<file path="src/rtl/dram_input_streamer.sv">
// Streams packed compressed activations (data + index per lane) from DRAM to IARAM
// as lane-masked valid/ready beats, then pulses Stream_input_finish_PE once.
module dram_input_streamer #(
   parameter int LANES  = 4,
   parameter int DATA_W = 8,
   parameter int IDX_W  = 5,
   parameter int ADDR_W = 10,
   parameter int CNT_W  = 10
) (
   input  logic                      clk,
   input  logic                      rst,
   input  logic                      req_valid,
   output logic                      req_ready,
   input  logic [ADDR_W-1:0]         req_base_addr,
   input  logic [CNT_W-1:0]          req_num_data,
   output logic                      mem_rd_en,
   output logic [ADDR_W-1:0]         mem_rd_addr,
   input  logic [LANES*(DATA_W+IDX_W)-1:0] mem_rd_data,
   output logic                      dram_beat_valid,
   input  logic                      iaram_ready,
   output logic [LANES*DATA_W-1:0]   dram_data,
   output logic [LANES*IDX_W-1:0]    dram_indices,
   output logic [LANES-1:0]          dram_lane_valid,
   output logic                      Stream_input_finish_PE,
   output logic                      busy
);

   localparam int LW   = DATA_W + IDX_W;
   localparam int LC_W = $clog2(LANES + 1);
   localparam logic [CNT_W-1:0] LANES_C = CNT_W'(LANES);
   localparam logic [LC_W-1:0]  LANES_L = LC_W'(LANES);

   typedef enum logic [1:0] {IDLE, FETCH, DRAIN, FINISH} state_t;

   state_t              state_reg, state_next;
   logic [ADDR_W-1:0]   addr_reg;
   logic [CNT_W-1:0]    rem_reg;
   logic                inflight_reg;
   logic [LC_W-1:0]     inflight_lanes_reg;
   logic [1:0]          count_reg, count_next;
   logic                wr_ptr_reg, rd_ptr_reg;

   logic [LANES*DATA_W-1:0] fifo_data [2];
   logic [LANES*IDX_W-1:0]  fifo_idx  [2];
   logic [LANES-1:0]        fifo_mask [2];

   logic                    rd_en, push, pop, credit_ok;
   logic [LC_W-1:0]         issue_lanes;
   logic [LANES-1:0]        push_mask;
   logic [LANES*DATA_W-1:0] push_data;
   logic [LANES*IDX_W-1:0]  push_idx;

   // Lanes carried by the word about to be read: full, or whatever is left of N.
   assign issue_lanes = (rem_reg >= LANES_C) ? LANES_L : rem_reg[LC_W-1:0];

   assign push            = inflight_reg;
   assign dram_beat_valid = (count_reg != 2'd0);
   assign pop             = dram_beat_valid & iaram_ready;
   assign count_next      = count_reg + {1'b0, push} - {1'b0, pop};
   // Words buffered plus the one in flight must leave room for the new read.
   assign credit_ok = ({1'b0, count_reg} + {2'b0, inflight_reg}) < (3'd2 + {2'b0, pop});

   generate
      for (genvar gi = 0; gi < LANES; gi++) begin : g_lane
         logic [LW-1:0] lane_word;
         assign lane_word     = mem_rd_data[gi*LW +: LW];
         assign push_mask[gi] = (LC_W'(gi) < inflight_lanes_reg);
         assign push_data[gi*DATA_W +: DATA_W] = push_mask[gi] ? lane_word[DATA_W-1:0] : '0;
         assign push_idx[gi*IDX_W +: IDX_W]    = push_mask[gi] ? lane_word[LW-1:DATA_W] : '0;
      end
   endgenerate

   assign dram_data       = dram_beat_valid ? fifo_data[rd_ptr_reg] : '0;
   assign dram_indices    = dram_beat_valid ? fifo_idx[rd_ptr_reg]  : '0;
   assign dram_lane_valid = dram_beat_valid ? fifo_mask[rd_ptr_reg] : '0;
   assign mem_rd_en       = rd_en;
   assign mem_rd_addr     = addr_reg;

   always_comb begin
      state_next             = state_reg;
      rd_en                  = 1'b0;
      req_ready              = 1'b0;
      busy                   = 1'b1;
      Stream_input_finish_PE = 1'b0;
      case (state_reg)
         IDLE: begin
            req_ready = 1'b1;
            busy      = 1'b0;
            if (req_valid) begin
               state_next = (req_num_data == '0) ? FINISH : FETCH;
            end
         end
         FETCH: begin
            if (credit_ok) begin
               rd_en = 1'b1;
               if (rem_reg <= LANES_C) begin
                  state_next = DRAIN;
               end
            end
         end
         DRAIN: begin
            if (count_next == 2'd0) begin
               state_next = FINISH;
            end
         end
         FINISH: begin
            Stream_input_finish_PE = 1'b1;
            state_next             = IDLE;
         end
         default: state_next = IDLE;
      endcase
   end

   always_ff @(posedge clk) begin
      if (rst) begin
         state_reg          <= IDLE;
         addr_reg           <= '0;
         rem_reg            <= '0;
         inflight_reg       <= 1'b0;
         inflight_lanes_reg <= '0;
         count_reg          <= 2'd0;
         wr_ptr_reg         <= 1'b0;
         rd_ptr_reg         <= 1'b0;
      end else begin
         state_reg          <= state_next;
         inflight_reg       <= rd_en;
         inflight_lanes_reg <= issue_lanes;
         count_reg          <= count_next;
         if (state_reg == IDLE && req_valid) begin
            addr_reg <= req_base_addr;
            rem_reg  <= req_num_data;
         end else if (rd_en) begin
            addr_reg <= addr_reg + 1'b1;
            rem_reg  <= rem_reg - CNT_W'(issue_lanes);
         end
         if (push) begin
            wr_ptr_reg <= ~wr_ptr_reg;
         end
         if (pop) begin
            rd_ptr_reg <= ~rd_ptr_reg;
         end
      end
   end

   // Storage carries no reset; occupancy and pointers decide what is visible.
   always_ff @(posedge clk) begin
      if (push) begin
         fifo_data[wr_ptr_reg] <= push_data;
         fifo_idx[wr_ptr_reg]  <= push_idx;
         fifo_mask[wr_ptr_reg] <= push_mask;
      end
   end

endmodule

</file>
<file path="config.mk">
export PLATFORM = sky130hd
export DESIGN_NAME = dram_input_streamer
export DESIGN_NICKNAME = d
export VERILOG_FILES = /design/src/rtl/dram_input_streamer.sv
export SDC_FILE = /design/constraint.sdc
export NUM_CORES = 1
export LEC_CHECK = 0
export CORE_UTILIZATION = 30
export DETAILED_ROUTE_END_ITERATION = 10
export GPL_ROUTABILITY_DRIVEN = 0
export PLACE_DENSITY = 0.55
export SYNTH_ARGS = -nofsm -noshare
export SYNTH_HDL_FRONTEND = slang
export SYNTH_SLANG_ARGS = --single-unit
</file>
<file path="constraint.sdc">
create_clock -name clk -period 3.9 [get_ports clk]
set_clock_uncertainty 0.1 [all_clocks]
set_input_delay 0.39 -clock clk [delete_from_list [all_inputs] [get_ports clk]]
set_output_delay 0.39 -clock clk [all_outputs]
set_load 0.01 [all_outputs]
</file>
## Word-level counts from Yosys, hierarchy flattened

Memories as Yosys holds them, arrays and structs flattened. A register that Yosys moved wholly into a read port is not among the register bits.
Index checks and enable logic that the tools add are counted.

| storage, ports and cells | value |
|---|---|
| flip-flop bits (word level) | 30 |
| bits in writable memories | 112 |
| input port bits | 76 |
| output and inout bits | 71 |
| word-level logic and storage cells | 76 |
| memories | 3 |

Memory list:

| memory | depth | bits a word | rd ports | clocked after Yosys merged registers in | wr ports | line | source |
|---|---|---|---|---|---|---|---|
| fifo_data | 2 | 32 | 1 | 1 | 1 | 43 | `logic [LANES*DATA_W-1:0] fifo_data [2];` |
| fifo_idx | 2 | 20 | 1 | 1 | 1 | 44 | `logic [LANES*IDX_W-1:0] fifo_idx [2];` |
| fifo_mask | 2 | 4 | 1 | 1 | 1 | 45 | `logic [LANES-1:0] fifo_mask [2];` |

| operators by class | value |
|---|---|
| add/sub/neg operators | 6 |
| magnitude comparators | 7 |
| eq/ne operators | 7 |
| mux-type cells | 35 |
| bitwise logic cells | 3 |
| reduce and logical (&&, ||, !) cells | 7 |

Operator list:

| cell | count |
|---|---|
| 10-bit two-way mux | 4 |
| 32-bit two-way mux | 1 |
| 8-bit two-way mux | 4 |
| 20-bit two-way mux | 1 |
| 5-bit two-way mux | 4 |
| 1-bit two-way mux | 13 |
| 10-bit by 1-bit adder with 10-bit output, second input constant | 1 |
| 10-bit by 3-bit greater-or-equal comparator with 1-bit output, second input constant | 1 |
| 10-bit by 3-bit <= comparator with 1-bit output, second input constant | 1 |
| 10-bit logical NOT | 1 |
| 2-bit two-way mux | 5 |
| 10-bit by 3-bit subtractor with 10-bit output | 1 |
| 2-bit inequality test, second input constant | 4 |
| 2-bit one-hot mux with 4 select lines | 1 |
| 1-bit by 3-bit less-than comparator with 1-bit output, first input constant | 2 |
| 2-bit by 3-bit less-than comparator with 1-bit output, first input constant | 2 |
| 2-bit == test, second input constant | 2 |
| 2-bit logical NOT | 2 |
| 4-bit two-way mux | 1 |
| 4-bit AND reduction | 1 |
| 2-bit nonzero test | 2 |
| 2-bit by 1-bit adder with 3-bit output | 1 |
| 2-bit by 1-bit adder with 3-bit output, first input constant | 1 |
| 3-bit less-than comparator | 1 |
| other kinds (7) | 8 |

## Logic depth before layout (Yosys ltp)

| logic depth | value |
|---|---|
| depth in word-level cells | 8 |
| depth in mapped cells | 10 |
| mapped depth without buffers | 10 |

## Least setup slack after synthesis

No wires, ideal clock.

| timing path | value |
|---|---|
| path kind | register to register |
| from | register inflight_reg |
| to | memory fifo_data[0][0] (netlist bit) (enable) |
| library setup time | 477 ps |
| arrival time | 2900 ps |
| required time | 3323 ps |
| slack | 424 ps |
| cell stages (with the launch flop) | 2 |
| buffers on the path | 0 |
| clock period less this slack | 3476 ps |
| cell sequence | dfxtp_1 > nor2b_1 |

| on the way | value |
|---|---|
| cells in the longest elaborated chain, start to end | 2 |

Ends and longest elaborated chain:

| what | line | source |
|---|---|---|
| start: declaration | 38 | `logic inflight_reg;` |
| start signal: assignment | 126 | `inflight_reg <= rd_en;` |
| 1-bit two-way mux | 147 | `if (push) begin` |
| 1-bit two-way mux (implied by the code) | 148 | `fifo_data[wr_ptr_reg] <= push_data;` |
| end: declaration | 43 |  |

Every way passes these cells.

## Worst setup path in the final report

| timing path | value |
|---|---|
| from | register rem_reg[5] |
| to | register rem_reg[6] |

| on the way | value |
|---|---|
| cells in the longest elaborated chain, start to end | 5 |

Ends and longest elaborated chain:

| what | line | source |
|---|---|---|
| start: declaration | 37 | `logic [CNT_W-1:0] rem_reg;` |
| start signal: assignment | 131 | `rem_reg <= req_num_data;` |
| start signal: assignment | 134 | `rem_reg <= rem_reg - CNT_W'(issue_lanes);` |
| 10-bit by 3-bit greater-or-equal comparator with 1-bit output | 54 | `assign issue_lanes = (rem_reg >= LANES_C) ? LANES_L : rem_reg[LC_W-1:0];` |
| 3-bit two-way mux | 54 |  |
| 10-bit by 3-bit subtractor with 10-bit output (*) | 134 |  |
| 10-bit two-way mux (*) | 132 | `end else if (rd_en) begin` |
| 10-bit two-way mux (*) | 129 | `if (state_reg == IDLE && req_valid) begin` |

Every way passes the cells marked *; elsewhere a longest branch is shown, timed or not. The select of a mux whose other input is x is not followed.
A chain may end at the register's enable or synchronous reset.

==> key figures <==
Run status
  – Outcome: finished clean

Global route
  – Global-route wire length before repair: 23.25 mm
  – Vias in the first global route: 4451
  – Initial antenna violation count: 1
  – Total Routing Usage GR: 14.11%
  – GRT Residual Overflow: 0
  – Largest net degree at the start of global routing: 58

Layout
  – Nets: 729
  – Largest reg by FF count: fifo_data
  – Area of the multi-input gates: 0.002122 mm^2
  – Final Core Density: 42.59%
  – Largest registers: fifo_data: 64 flops, fifo_idx: 40 flops
  – Non-Filler Instances: 924
  – Area grow syn2layout: 38.65%
  – FF+latch area: 0.003988 mm^2
  – Max reg flops: 64
  – Share of layout cells above drive strength 1: 7.034%
  – ANT cells: 0
  – Final-layout fill cell count: 1942

Logic synthesis
  – Syn Nets: 581
  – Main synth FF type: edfxtp_1
  – Synth area leaders: edfxtp_1 (54%), dfxtp_1 (10%), mux2i_1 (9.2%)
  – Synth warn: 0
  – Post-Synthesis Cell Area: 0.006235 mm^2
  – Mapped Cells: 495
  – Area leader, netlist: edfxtp_1
  – Area share of the largest cell type after synthesis: 53.94%
  – Asr flop ratio synth: 0%
  – Sequential share of the synthesized area: 63.90%
  – EDFF count, synth: 112
  – Post-synthesis average cell area: 12.60 um^2
  – FF+latch count, synth: 143
  – Netlist cell types: 43

Worst setup path
  – Cells on worst reg2reg path: 9
  – CP startpoint: rem_reg[5]
  – Critical path class: flip-flop to flip-flop
  – Crit path to: rem_reg[6]
  – Worst-path maximum fanout: 6
  – R2R Path End: rem_reg[6]
  – Reg-to-reg setup timing slack: 0.26 ns
  – Critical Path RT: 4.11 ns
  – Crit path capture type: flip-flop
  – R2r startpoint: rem_reg[5]
  – Worst Path Arrival: 3.85 ns
  – Startpoint types: flip-flop

Power and ir drop
  – Sequential power share: 36.9%
  – Sw Ratio: 31.90%
  – Net Sw Power: 1949 uW
  – LEAKAGE: 0.002893 uW
  – Worst VDD drop: 0.2904 mV
  – P_int: 4160 uW
  – PwrDens: 706.6 mW/mm^2
  – Clock share of power: 28.0%
  – Gate power share: 35.1%

Route
  – Via/cell ratio: 4.636
  – DRC: 0
  – Total routed wirelength: 14.61 mm
  – Via Count: 4284
  – DR pass1 iterations: 4
  – WL/cell: 15.81 um
  – Post-DRT Antenna Nets: 0
  – DR iter-0 viols: 167

Floorplanning
  – Ports: 147
  – Core box area: 0.02030 mm^2
  – Initial core utilization: 30.71%
  – Die Height: 146.2 um
  – Overall die width: 146.2 um
  – # rows: 52
  – Die Area: 0.02136 mm^2

STA
  – Worst slew pin tran: 1.190 ns
  – Final setup vio count: 0
  – Setup TNS: 0 ns
  – Final min period: 3.643 ns
  – Fmax: 0.2745 GHz
  – Final Hold Fails: 0
  – RSZ-0062 raised after global routing: no
  – Max-slew violation count: 0
  – Fin crit share: 93.41%
  – Max transition margin: 20.43%

Clock network
  – Htree depth: 4
  – Resized cells post-CTS: 0
  – Clk buf depth: 2
  – Root Buffer: clkbuf_16
  – Clk_lat worst skew: 0.41 ns
  – Hold-fix buffers, CTS: 0
  – Clock transition at the registers of the reported paths: 0.06 ns
  – Setup Buffers After CTS: 0
  – TritonCTS Buffers: 17
  – CTS sink count: 143
  – CTS tree: done

Job
  – Max Cap Viol: 0

Placed design
  – # placed instances: 894
  – Port-buffer cells: 146
  – DP Wirelength: 9.482 mm

Hold path
  – HP Class: flip-flop to flip-flop
==> worst min path at each step <==
stage / end / slack, ns / startpoint / cells after the start
after floorplan: flip-flop / 0.37 / rd_ptr_reg / 2
after global placement: rd_ptr_reg / 0.40 / rd_ptr_reg / 2
after detailed placement: flip-flop / 0.40 / rd_ptr_reg / 2
after CTS: flip-flop / 0.41 / rd_ptr_reg / 2
after global routing: rem_reg[0] / 0.44 / rem_reg[0] / 2
final: flip-flop / 0.41 / rd_ptr_reg / 2
==> synthesized netlist by cell type, types with 5 or more instances <==
cell type	instances
inv_1	12
dfxtp_1	31
nand2_1	10
nor2_1	84
nor2b_1	44
xnor2_1	11
a211oi_1	12
edfxtp_1	112
o21ai_0	10
ha_1	10
and2_1	14
a21oi_1	5
nor3_1	5
clkbuf_1	21
nand3_1	8
mux2i_1	57
nor4_1	6
==> per-layer routing <==
| metal | share of wire, % | routed length [um] | up-vias | track usage (%) |
|---|---|---|---|---|
| li1 | - | - | 2078 | - |
| met4 | 1.3 | 183 | 2 | 5.417 |
| met2 | 46 | 6761 | 148 | 23.14 |
| met1 | 47 | 6808 | 2042 | 17.70 |
| met5 | 0.089 | 13 | - | 0 |
| met3 | 5.8 | 844 | 14 | 3.813 |
==> final cells by class <==
class                           count  area share [%]
Sequential cell                   143           46.13
Clock inverter                     12           2.243
Tap cell                          270           3.908
Timing Repair Buffer              155           17.69
Multi-Input combinational cell    314           24.55
Inverter                           12          0.5211
Clock buffer                       18           4.965
==> worst max-delay path, cell delays in order (launching register included) <==
cell and delay, ns:
dfxtp_1 0.34, or4_4 0.58, or4_1 0.57, o21ai_0 0.22, ha_1 0.22, or4b_2 0.61, o21ai_0 0.39, nor4_1 0.13
xnor2_1 0.16, a211oi_1 0.23
==> logic make-up after synthesis <==
family          count (synthesis)  synth area share, %
compound gates                 44                5.258
xor+xnor                       15                2.107
fa+ha+maj                      10                2.007
buf+inv                        38                2.328
flops                         143                63.90
mux                            57                9.151
other cells                     1              0.06015
simple gates                  187                15.19
==> power by group through the flow <==
stage          Sequential [uW]  Clock, uW  Combinational [uW]
6_report                  2250       1710                2140
5_1_grt                   2300       1820                2350
4_1_cts                   2260       1760                2170
3_5_place_dp              2290          0                2160
3_3_place_gp              2280          0                2120
2_1_floorplan             2120          0                1290
==> stage by stage <==
stage | power, uW | setup WS, ns | area, um^2 | hold WS [ns]
2_1_floorplan | 3412 | 0.4238 | 6235 | 0.3725
3_3_place_gp | 4401 | 0.4781 | 8021 | 0.3961
3_5_place_dp | 4454 | 0.2998 | 8021 | 0.4022
4_1_cts | 6191 | 0.2811 | 8645 | 0.4104
5_1_grt | 6461 | 0.09018 | 8645 | 0.4439
6_report | 6108 | 0.2570 | 8645 | 0.4076
==> cells in the final DEF, fill, tap and decap left out, drive strengths merged, types with 9 or more instances in the layout <==
cell | netlist | final
dfxtp | 31 | 31
buf | 5 | 9
xnor2 | 11 | 11
and2 | 14 | 14
nand2 | 10 | 10
nor2b | 44 | 44
nor2 | 84 | 84
ha | 10 | 10
o21ai | 10 | 10
mux2i | 57 | 57
clkbuf | 21 | 18
clkdlybuf4s50 | 0 | 146
inv | 12 | 12
a211oi | 12 | 12
edfxtp | 112 | 112
Note: power is estimated with default switching activity, not from simulation.
==> patch (same settings) <==
Set the parameter `CNT_W` to 12 (it was 10).
--- a/src/rtl/dram_input_streamer.sv
+++ b/src/rtl/dram_input_streamer.sv
@@ -7,3 +7,3 @@
    parameter int ADDR_W = 10,
-   parameter int CNT_W  = 10
+   parameter int CNT_W  = 12
 ) (
Interface: changed (resized req_num_data); port bits go from 147 to 149. No check against the original RTL was run, so the function may have changed too.
==> patch against the unedited design <==
  * First-iteration DRC count is 46% higher
  * Critical path depth is 3 lower
  * Die area is 3.3% higher
  * Global-route usage is 0.43 points higher
  * Sequential cell count is 2 higher
  * Hold slack worse by 0.0029 ns
  * Setup slack better by 0.59 ns
  * Final area is 2.3% higher
  * Routed wire length is 5.0% higher
  * Synthesized area is 3.4% higher
  * Clock power is 2% lower
  * Power is 0.50% higher
  * Highest routed layer unchanged
==> patch: results (changes against the unedited design) <==
Logic synthesis
  • Top cells by count, synth: edfxtp_1 (112), nor2_1 (92), mux2i_1 (58) (was edfxtp_1 (112), nor2_1 (84), mux2i_1 (57))
  • Syn nets: 608 (was 581)
  • Ys async rst share: 0% (unchanged)
  • Synth area leaders: edfxtp_1 (52%), dfxtp_1 (10%), mux2i_1 (9.0%) (was edfxtp_1 (54%), dfxtp_1 (10%), mux2i_1 (9.2%))
  • Ys Warns: 0 (unchanged)
  • EDFF count, synth: 112 (unchanged)
  • Distinct cells, synth: 48 (was 43)
  • Register area share after synthesis: 62.4% (was 63.9%)

Route
  • Average wire per standard cell: 16.0 um (was 15.8 um)
  • First-pass DRT Iterations: 5 (was 4)
  • DR vias: 4497 (was 4284)
  • 1st-iter DRT viols: 243 (was 167)
  • Post-route DRC: 0 (unchanged)

Placement
  • Port bufs: 148 (was 146)
  • Pre-CTS setup slack: 1.05 ns (was 0.300 ns)
  • Hpwl dp: 10.3 mm (was 9.48 mm)

Clocking
  • Clk root buf: clkbuf_16 (unchanged)
  • Clock Path Buffers: 2 (unchanged)
  • Clk pin slew, worst setup/hold paths: 0.06 ns (about the same)
  • Setup repair bufs after CTS: 0 (unchanged)
  • # resized after CTS: 0 (unchanged)
  • CTS buffer count: 17 (unchanged)
  • H-tree Lvls: 4 (unchanged)
  • Clk_lat worst skew: 0.41 ns (about the same)

Worst hold path
  • Hold Crit Class: register to register (unchanged)

Global routing
  • Vias in the first global route: 4615 (was 4451)
  • GR Util All Layers: 14.5% (was 14.1%)
  • Largest net degree at the start of global routing: 57 (was 58)
  • Initial antenna violation count: 2 (was 1)
  • First-pass GRT wire length: 24.4 mm (was 23.2 mm)

Power and ir drop
  • Peak VDD IR: 0.000320 V (was 0.000290 V)
  • Leak: 0.00298 uW (was 0.00289 uW)

Setup path
  • CP max FO: 8 (was 6)

Timing
  • Worst Max-Slew Pin Slew: 1.04 ns (was 1.19 ns)

Cells and area
  • NumNets Final: 759 (was 729)
  • Max FFs per register: 64 (unchanged)
  • Share of cells above drive strength 1: 8.19% (was 7.03%)

Outcome
  • Status: completed (unchanged)
patch: changes by cell type after synthesis, moves of 5 or more:
| cell | change |
|---|---|
| o21ai_0 | -5 |
| clkbuf_1 | -8 |
| nand2_1 | +9 |
| nor2_1 | +8 |
patch: critical path: stages (launching register included):
cell             delay, ns
dfxtp_1               0.36
ha_1                  0.22
ha_1                  0.26
nor2b_1               0.33
nand2_1               0.26
inv_2                 0.17
clkdlybuf4s50_1       0.55
patch: cell type report:
cell class	count	area [um2]
Inverter	12	45.0
Clock inverter	15	186
Antenna cell	2	5.00
Sequential cell	145	4030
Timing Repair Buffer	157	1550
Tap cell	275	344
Clock buffer	17	425
Fill cell	1981	12200
Multi-Input combinational cell	338	2260
patch: worst paths after layout:
| kind | startpoint | end | slack (ns) | depth (start not counted) |
|---|---|---|---|---|
| worst max-delay path | inflight_reg | mem_rd_en | 0.85 | 6 |
| worst min register to register | rd_ptr_reg | register | 0.40 | 2 |
| worst min-delay path | rd_ptr_reg | register | 0.40 | 2 |
| worst max register to register | rem_reg[4] | rem_reg[8] | 1.42 | 8 |
patch: power by group:
group / switching [uW] / internal, uW
combinational: 1110 / 1090
sequential: 291 / 1980
clock: 698 / 974
total: 2100 / 4040
patch: cell families (layout without fill, tap and decap cells):
family,count (synthesis),in the layout,synth area share [%]
other,1,3,0.0582
AO/OA/AOI/OAI,45,45,5.50
adder cells (fa/ha/maj),10,10,1.94
multiplexers,58,58,9.01
XOR/XNOR,15,15,2.04
flip-flops,145,145,62.4
AND/OR/NAND/NOR,209,209,16.3
buffers and inverters,37,201,2.70
patch: metrics by stage:
stage	instances	hold slack (ns)	utilization (%)	cell area, um2
2_1_floorplan	520	0.368	-	6440
3_3_place_gp	927	0.396	39.1	8230
3_5_place_dp	927	0.397	39.1	8230
4_1_cts	959	0.413	42.1	8840
5_1_grt	959	0.443	42.1	8840
6_report	961	0.405	42.1	8840
patch: routing by layer:
layer  global-route usage [%]  routed length [um]  up-vias
li1                         -                   -     2176
met1                     18.6                6840     2171
met2                     23.8                7470      137
met3                     3.65                 921       11
met4                     5.00                  93        2
met5                        0                  16        -
